==> src/rtl/figure_sequencer.sv <==
// figure_sequencer: frame-synchronous scheduler for the figure-drawing stage.
// Once per frame, at HCount==0 / VCount==V_ACTIVE (inside vertical blanking),
// it updates figure select, position and blank, so changes never tear a frame.
// Button edges are synchronised and queued until the next frame tick.
// Optional feature macro: FIGSEQ_AUTO_ADVANCE_EN (hold counter, auto-advance).
//
// state    | meaning
// ---------+------------------------------------------------------------
// ST_BLANK | screen forced black, position/selection frozen
// ST_SHOW  | figure visible, bouncing by STEP per frame
// ST_PAUSE | figure visible, position and hold frozen, next still works
module figure_sequencer #(
  parameter int unsigned H_ACTIVE    = 640,
  parameter int unsigned V_ACTIVE    = 480,
  parameter int unsigned FIG_W       = 32,
  parameter int unsigned FIG_H       = 32,
  parameter int unsigned STEP        = 2,
  parameter int unsigned HOLD_FRAMES = 120
) (
  input  logic       clk,
  input  logic       rst,
  input  logic [9:0] HCount,
  input  logic [9:0] VCount,
  input  logic       btn_next,
  input  logic       btn_pause,
  output logic [1:0] fig_sel,
  output logic [9:0] fig_x,
  output logic [9:0] fig_y,
  output logic       blank,
  output logic       frame_tick
);

  localparam logic [9:0] XMAX  = 10'(H_ACTIVE - FIG_W);
  localparam logic [9:0] YMAX  = 10'(V_ACTIVE - FIG_H);
  localparam logic [9:0] X_RST = XMAX / 10'd2;
  localparam logic [9:0] Y_RST = YMAX / 10'd2;

  typedef enum logic [1:0] {ST_BLANK, ST_SHOW, ST_PAUSE} state_t;

  state_t     state_q, state_d;
  logic [1:0] next_sync_q, pause_sync_q;
  logic       next_prev_q, pause_prev_q;
  logic       next_pend_q, next_pend_d;
  logic       pause_pend_q, pause_pend_d;
  logic [1:0] sel_q, sel_d;
  logic [9:0] x_q, x_d, y_q, y_d;
  logic       dir_x_q, dir_x_d, dir_y_q, dir_y_d;
  logic       blank_q, blank_d;
  logic       tick_q;
  logic       tick, next_edge, pause_edge, auto_adv;
  logic [10:0] bx, by;

  // Returns {direction_up, position} after one bounce step against [0, lim].
  function automatic logic [10:0] bounce(input logic [9:0] pos, input logic up,
                                         input logic [9:0] lim);
    logic [10:0] sum;
    sum = {1'b0, pos} + 11'(STEP);
    if (up) begin
      if (sum >= {1'b0, lim}) return {1'b0, lim};
      else                    return {1'b1, pos + 10'(STEP)};
    end else begin
      if (pos <= 10'(STEP))   return {1'b1, 10'd0};
      else                    return {1'b0, pos - 10'(STEP)};
    end
  endfunction

  assign tick       = (HCount == 10'd0) && (VCount == 10'(V_ACTIVE));
  assign next_edge  = next_sync_q[1] & ~next_prev_q;
  assign pause_edge = pause_sync_q[1] & ~pause_prev_q;
  assign bx         = bounce(x_q, dir_x_q, XMAX);
  assign by         = bounce(y_q, dir_y_q, YMAX);

`ifdef FIGSEQ_AUTO_ADVANCE_EN
  localparam int unsigned HOLD_W = (HOLD_FRAMES > 1) ? $clog2(HOLD_FRAMES) : 1;
  logic [HOLD_W-1:0] hold_q, hold_d;
  assign auto_adv = (hold_q == HOLD_W'(HOLD_FRAMES - 1));
`else
  // Hold length has no meaning without the counter.
  localparam int unsigned hold_frames_unused = HOLD_FRAMES;
  assign auto_adv = 1'b0;
`endif

  // Next-state: queue button edges, act on them only at the frame tick.
  always_comb begin
    state_d      = state_q;
    sel_d        = sel_q;
    x_d          = x_q;
    y_d          = y_q;
    dir_x_d      = dir_x_q;
    dir_y_d      = dir_y_q;
    // An edge coinciding with the tick survives for the following frame.
    next_pend_d  = (tick ? 1'b0 : next_pend_q) | next_edge;
    pause_pend_d = (tick ? 1'b0 : pause_pend_q) | pause_edge;
`ifdef FIGSEQ_AUTO_ADVANCE_EN
    hold_d       = hold_q;
`endif
    if (tick) begin
      case (state_q)
        ST_BLANK: begin
          if (next_pend_q) begin
            state_d = ST_SHOW;
            sel_d   = 2'd0;
`ifdef FIGSEQ_AUTO_ADVANCE_EN
            hold_d  = '0;
`endif
          end
        end
        ST_SHOW: begin
          if (pause_pend_q) begin
            state_d = ST_PAUSE;
          end else begin
            {dir_x_d, x_d} = bx;
            {dir_y_d, y_d} = by;
`ifdef FIGSEQ_AUTO_ADVANCE_EN
            hold_d = hold_q + 1'b1;
`endif
          end
          if (next_pend_q || auto_adv) begin
            sel_d = sel_q + 2'd1;
`ifdef FIGSEQ_AUTO_ADVANCE_EN
            hold_d = '0;
`endif
          end
        end
        ST_PAUSE: begin
          if (pause_pend_q) state_d = ST_SHOW;
          if (next_pend_q) begin
            sel_d = sel_q + 2'd1;
`ifdef FIGSEQ_AUTO_ADVANCE_EN
            hold_d = '0;
`endif
          end
        end
        default: state_d = ST_BLANK;
      endcase
    end
    blank_d = (state_d == ST_BLANK);
  end

  // State, synchronisers and registered outputs with synchronous reset.
  always_ff @(posedge clk) begin
    if (!rst) begin
      state_q      <= ST_BLANK;
      next_sync_q  <= 2'b00;
      pause_sync_q <= 2'b00;
      next_prev_q  <= 1'b0;
      pause_prev_q <= 1'b0;
      next_pend_q  <= 1'b0;
      pause_pend_q <= 1'b0;
      sel_q        <= 2'd0;
      x_q          <= X_RST;
      y_q          <= Y_RST;
      dir_x_q      <= 1'b1;
      dir_y_q      <= 1'b1;
      blank_q      <= 1'b1;
      tick_q       <= 1'b0;
`ifdef FIGSEQ_AUTO_ADVANCE_EN
      hold_q       <= '0;
`endif
    end else begin
      state_q      <= state_d;
      next_sync_q  <= {next_sync_q[0], btn_next};
      pause_sync_q <= {pause_sync_q[0], btn_pause};
      next_prev_q  <= next_sync_q[1];
      pause_prev_q <= pause_sync_q[1];
      next_pend_q  <= next_pend_d;
      pause_pend_q <= pause_pend_d;
      sel_q        <= sel_d;
      x_q          <= x_d;
      y_q          <= y_d;
      dir_x_q      <= dir_x_d;
      dir_y_q      <= dir_y_d;
      blank_q      <= blank_d;
      tick_q       <= tick;
`ifdef FIGSEQ_AUTO_ADVANCE_EN
      hold_q       <= hold_d;
`endif
    end
  end

  assign fig_sel    = sel_q;
  assign fig_x      = x_q;
  assign fig_y      = y_q;
  assign blank      = blank_q;
  assign frame_tick = tick_q;

endmodule

==> config.mk <==
export PLATFORM = sky130hd
export DESIGN_NAME = figure_sequencer
export DESIGN_NICKNAME = d
export VERILOG_FILES = /design/src/rtl/figure_sequencer.sv
export SDC_FILE = /design/constraint.sdc
export NUM_CORES = 1
export LEC_CHECK = 0
export ABC_AREA = 1
export CORE_MARGIN = 4
export CORE_UTILIZATION = 26
export DETAILED_ROUTE_END_ITERATION = 8
export PLACE_DENSITY_LB_ADDON = 0.15
export SYNTH_ARGS = -nofsm -noshare
export SYNTH_HDL_FRONTEND = slang
export SYNTH_SLANG_ARGS = --single-unit
==> constraint.sdc <==
create_clock -name clk -period 1.28 [get_ports clk]
set_input_delay 0.256 -clock clk [delete_from_list [all_inputs] [get_ports clk]]
set_output_delay 0.256 -clock clk [all_outputs]
set_load 0.005 [all_outputs]
Yosys cells after proc, flatten, opt, wreduce, memory -nomap -nowiden
Index checks and enable logic that the tools add are counted.
{"block": "classes", "add_sub_neg": 7, "multipliers": 0, "div": 0, "order_cmp": 4, "eq_ne": 5, "shift": 0, "mux": 16, "bitwise_logic": 7, "reduce_logical": 8}
{"operator": "$mux 11", "count": 6}
{"operator": "$add 10x2->11 const B", "count": 2}
{"operator": "$add 10x2->10 const B", "count": 2}
{"operator": "$le 10x2->1 const B", "count": 2}
{"operator": "$sub 10x2->10 const B", "count": 2}
{"operator": "$mux 2", "count": 6}
{"operator": "$ge 11x10->1 const B", "count": 1}
{"operator": "$ge 11x9->1 const B", "count": 1}
{"operator": "$eq 10x9->1 const B", "count": 1}
{"operator": "$logic_not 10->1", "count": 1}
{"operator": "$pmux 2 s3", "count": 1}
{"operator": "$logic_not 2->1", "count": 2}
{"operator": "$pmux 2 s2", "count": 1}
{"operator": "$reduce_and 4->1", "count": 1}
{"operator": "$not 1->1", "count": 3}
{"operator": "$reduce_and 3->1", "count": 1}
{"operator": "$add 2x1->2 const B", "count": 1}
{"operator": "$and 1x1->1", "count": 2}
{"operator": "$eq 2x1->1 const B", "count": 1}
{"operator": "$eq 2x2->1 const B", "count": 1}
{"operator": "$mux 1", "count": 2}
{"operator": "$ne 2x1->1 const B", "count": 1}
{"operator": "$ne 2x2->1 const B", "count": 1}
{"operator": "$or 1x1->1", "count": 2}
{"operator": "3 further kinds", "count": 3}
{"block": "totals", "ff_bits": 36, "latchBits": 0, "ramBits": 0, "romBits": 0, "in_bits": 24, "out_inout_bits": 24, "word_cells": 61, "memories": 0}

Longest topological paths before layout
{"block": "logic_depth", "depth_word": 4, "ltp_mapped": 12, "ltp_nobuf": 12}

Least setup slack after synthesis
OpenSTA, ideal clock, no wires.
{"block": "synth_timing", "kind": "reg-to-reg", "start": "register y_q[1] (netlist: fig_y[1])", "end": "register y_q[6] (netlist: fig_y[6])", "setup_time_ns": 0.115, "arrival_time_ns": 1.337, "t_required_ns": 1.165, "path_slack_ns": -0.172, "stages_incl_launch_ff": 13, "n_path_buf": 0, "period_less_slack_ns": 1.452, "cell_sequence": "dfxtp_1 -> ha_1 -> nand2_2 -> nor2_4 -> nand3_2 -> nand2_2 -> nand2_2 -> nor2_4 -> nand2_4 -> nand2_4 -> nand2_1 -> nand2_1 -> nand2_1"}
{"block": "synth_between", "elab_chain_len": 4, "word_cells_on_any_way": 8, "cone_classes": "3 x add/sub; 2 x order compare; 3 x mux"}
{"element": "start: declaration", "line_no": "46", "text": "logic [9:0] x_q, x_d, y_q, y_d;"}
{"element": "start signal: assignment", "line_no": "170", "text": "y_q <= y_d;"}
{"element": "$add 10x2->11", "line_no": "57", "text": "sum = {1'b0, pos} + 11'(STEP);"}
{"element": "$ge 11x9->1", "line_no": "59", "text": "if (sum >= {1'b0, lim}) return {1'b0, lim};"}
{"element": "$mux 11", "line_no": "59"}
{"element": "$mux 11 (*)", "line_no": "58", "text": "if (up) begin"}
Every way passes the cells marked *; elsewhere a longest branch is shown, timed or not.
A chain may end at the register's enable or synchronous reset.

Worst setup path after layout
{"block": "layout_timing", "start": "register y_q[1] (netlist: fig_y[1])", "end": "register y_q[1] (netlist: fig_y[1])"}
The elaborated chain is that of the path after synthesis.

==> reports/qor.csv <==
stage;metric;value;unit
run_status;run_status;finished, violations left;
run_status;violations;negative setup slack;
die;design.die.area;11600;sq um
place;worst_case_setup_slack_after_placement;-0.586;ns
cts;cts-root-buf;clkbuf_8;
detailed_routing;remaining_drc_errors;0;
critical_path;r2r_start;fig_y[1];
yosys;synth_cell_type_count;35;
layout;area_growth_syn_to_layout;76.7;%
critical_path;rrSetupSlack;-0.29;ns
layout;n_antenna_cell;0;
layout;fillers;1019;
grt;number_of_antenna_violations_at_the_first_check_in_global_routing;0;
die;initial_utilization;26.5;%
critical_path;worst_setup_path_startpoint;fig_y[1];
yosys;synth.yosys.warnings;0;
sta;finClkSkew;0.0145;ns
yosys;synth_cells;404;
critical_path;regToRegEndpoint;fig_y[1];
die;dieHeight;108;um
yosys;synth-edff-count;0;
place;place.detailed.instances;651;
critical_path;critical_path.max_fanout;5;
detailed_routing;routed_wl;8310;um
hold_path;whs_endpoint;pause_sync_q[1];
power;power.ir.vdd_worst;0.398;mV
sta;final_max_slew_viol_count;0;
power;power_density;440;nW/um^2
grt;grt_first_pass_wirelength;13500;um
die;die_w;108;um
critical_path;startpoint_type_of_the_worst_setup_path;flop;
yosys;async_reset_ff_share;0;%
grt;gr-total-overflow;0;
yosys;mean_syn_cell_area;6.39;sq um
yosys;synth_flop_cell;dfxtp_1;
sta;timing_hold_violations_final;0;
hold_path;min_delay_path_depth;2;
cts;cts_hold_buf;0;
yosys;synth_area;2580;sq um
die;core;9730;sq um
detailed_routing;via_per_inst;4.41;
sta;portion_of_the_clock_cycle_consumed_by_the_worst_path_in_the_final_layout;123;%
grt;grtUsageTotal;14.3;%
cts;clk-insertion-delay-late;0.30;ns
critical_path;worst-endpoint-required;1.49;ns
sta;final_critical_path_setup_slack;-0.291;ns
cts;path_clk_slew;0.08;ns
yosys;number_of_storage_elements_in_the_synthesis_netlist;34;
sta;finalSetupViolations;26;
hold_path;hold_path_startpoint;pause_sync_q[0];
grt;maximum_number_of_pins_on_one_net_before_global_route_repair;13;
place;placedInstanceArea;3840;sq um
cts;cts_buffer_depth;2;
sta;rsz0062_at_grt;true;
detailed_routing;drt.antenna.violating_nets;0;
power;power.leakage;2.13;nW
die;ioPinCount;48;
layout;nNetsFinal;591;
critical_path;critical_path_arrival;1.78;ns
critical_path;critPathCaptureType;flop;
detailed_routing;drt-pass1-iter-count;4;
sta;fmax;637;MHz
detailed_routing;dr.first_iter.drc_count;90;
cts;tritoncts_num_sinks;34;
place;finalWeightedCongestion;0.896;
sta;holdWs;0.410;ns
detailed_routing;detail_route.wl_per_cell;12.0;um
layout;layoutNonFillerInstCount;691;
hold_path;hp-class;reg2reg;
detailed_routing;route.vias.total;3049;
place;port-buffer-count;45;
cts;cts_buffers;5;
sta;layout_min_cycle_time;1.57;ns
layout;final_area;4560;sq um
die;floorplan.rows;36;
flow_run;timing.max_cap.violations;0;
cts;htree_num_levels;2;
critical_path;reg2regPathDepth;11;
critical_path;crit_type;reg2reg;
yosys;ys_seq_area_share;26.4;%
place;place.detailed.hpwl;6180;um
grt;vias_in_the_first_global_route;2935;
layout;post_route_cells_drive_above_1_share;47.5;%
cts;cts_tree;done;
critical path, cell delays in order, from the launching register on:
cell and delay (ns):
dfxtp_4 0.40, ha_4 0.16, nand2_4 0.06, nor2_4 0.12, nand3_2 0.08, nand2_2 0.06
nand2_2 0.05, nor2_4 0.15, nand2_4 0.11, nand2_4 0.10, nand2_2 0.05, a21oi_2 0.15
cells in the final DEF, fill, tap and decap left out, drive strengths merged:
cell           instances
clkdlybuf4s15          4
ha                    10
clkdlybuf4s50          5
nand3b                 1
clkinv                 2
a211oi                 1
nor2                  54
o21a                   1
buf                  114
dlygate4sd2           30
nand2                119
o32ai                  2
inv                   54
dfxtp                 34
nand4                 10
a21oi                 35
o21ai                 24
conb                   2
o21bai                 1
clkbuf                 9
o211ai                 1
nor3                   5
nand3                 31
o22ai                  1
xnor2                  1
xor2                   7
worst max path at each step:
stage,to,cells after the start
after floorplan,fig_y[6],12
after global placement,fig_x[6],10
after detailed placement,fig_x[9],10
after CTS,fig_x[5],11
after global routing,fig_x[1],11
final,fig_y[1],11
report_power, final:
group,switching [mW],internal (mW)
logic,0.0671,0.0780
registers,0.00570,1.03
clock network,0.440,0.384
Yosys cell counts (8+ instances only):
master	n	area, sq um
nor2_2	8	50.1
nand2_2	10	62.6
nand3_1	26	130
o21ai_0	14	70.1
ha_1	10	125
nor2_1	40	150
inv_2	10	37.5
inv_1	43	161
nand2_1	107	402
a21oi_1	31	155
nand4_1	10	62.6
o21ai_1	9	45.0
dfxtp_1	34	681
metrics by stage:
| step | util [%] | total power, mW | setup TNS, ns |
|---|---|---|---|
| 2_1_floorplan | - | 1.14 | -0.583 |
| 3_3_place_gp | 39.5 | 1.24 | -14.18 |
| 3_5_place_dp | 39.5 | 1.24 | -14.67 |
| 4_1_cts | 44.7 | 2.03 | -4.71 |
| 5_1_grt | 46.9 | 2.11 | -7.65 |
| 6_report | 46.9 | 2.01 | -5.06 |
logic make-up after synthesis:
family | Yosys count | synth area share (%)
AOI/OAI and AO/OA | 66 | 14.2
xor gates and xnor gates | 8 | 2.71
adders and majority gates | 10 | 4.84
buffers and inverters | 65 | 11.0
DFF | 34 | 26.4
other | 1 | 0.145
and+or+nand+nor | 220 | 40.6
repair_timing:
action,in CTS,in global routing
cloned,1,0
gates resized for setup,124,54
buffers inserted,26,7
pin swaps,43,26
endpoints found under the setup margin,50,32
layout make-up:
| type | count | area, sq um | area share, % |
|---|---|---|---|
| Inverter | 53 | 221 | 4.85 |
| Sequential cell | 34 | 751 | 16.5 |
| Tap cell | 133 | 166 | 3.65 |
| Timing Repair Buffer | 157 | 1370 | 30.0 |
| Clock inverter | 3 | 20.0 | 0.439 |
| Multi-Input combinational cell | 306 | 1970 | 43.1 |
| Clock buffer | 5 | 68.8 | 1.51 |
routing by layer:
metal	track usage, %	vias up	share of wire [%]
met1	18.2	1379	46
met4	3.79	0	1.0
li1	-	1601	-
met5	0	-	0
met2	24.6	61	49
met3	3.00	8	3.8
sequential cells by signal, indices dropped and copies added (netlist names):
| register | flops |
|---|---|
| fig_sel | 2 |
| state_q | 2 |
| dir_x_q | 1 |
| pause_pend_q | 1 |
| next_pend_q | 1 |
| next_prev_q | 1 |
| next_sync_q | 2 |
| dir_y_q | 1 |
| frame_tick | 1 |
| pause_prev_q | 1 |
| pause_sync_q | 2 |
| fig_x | 9 |
| blank | 1 |
| fig_y | 9 |
(Power assumes the default switching activity.)
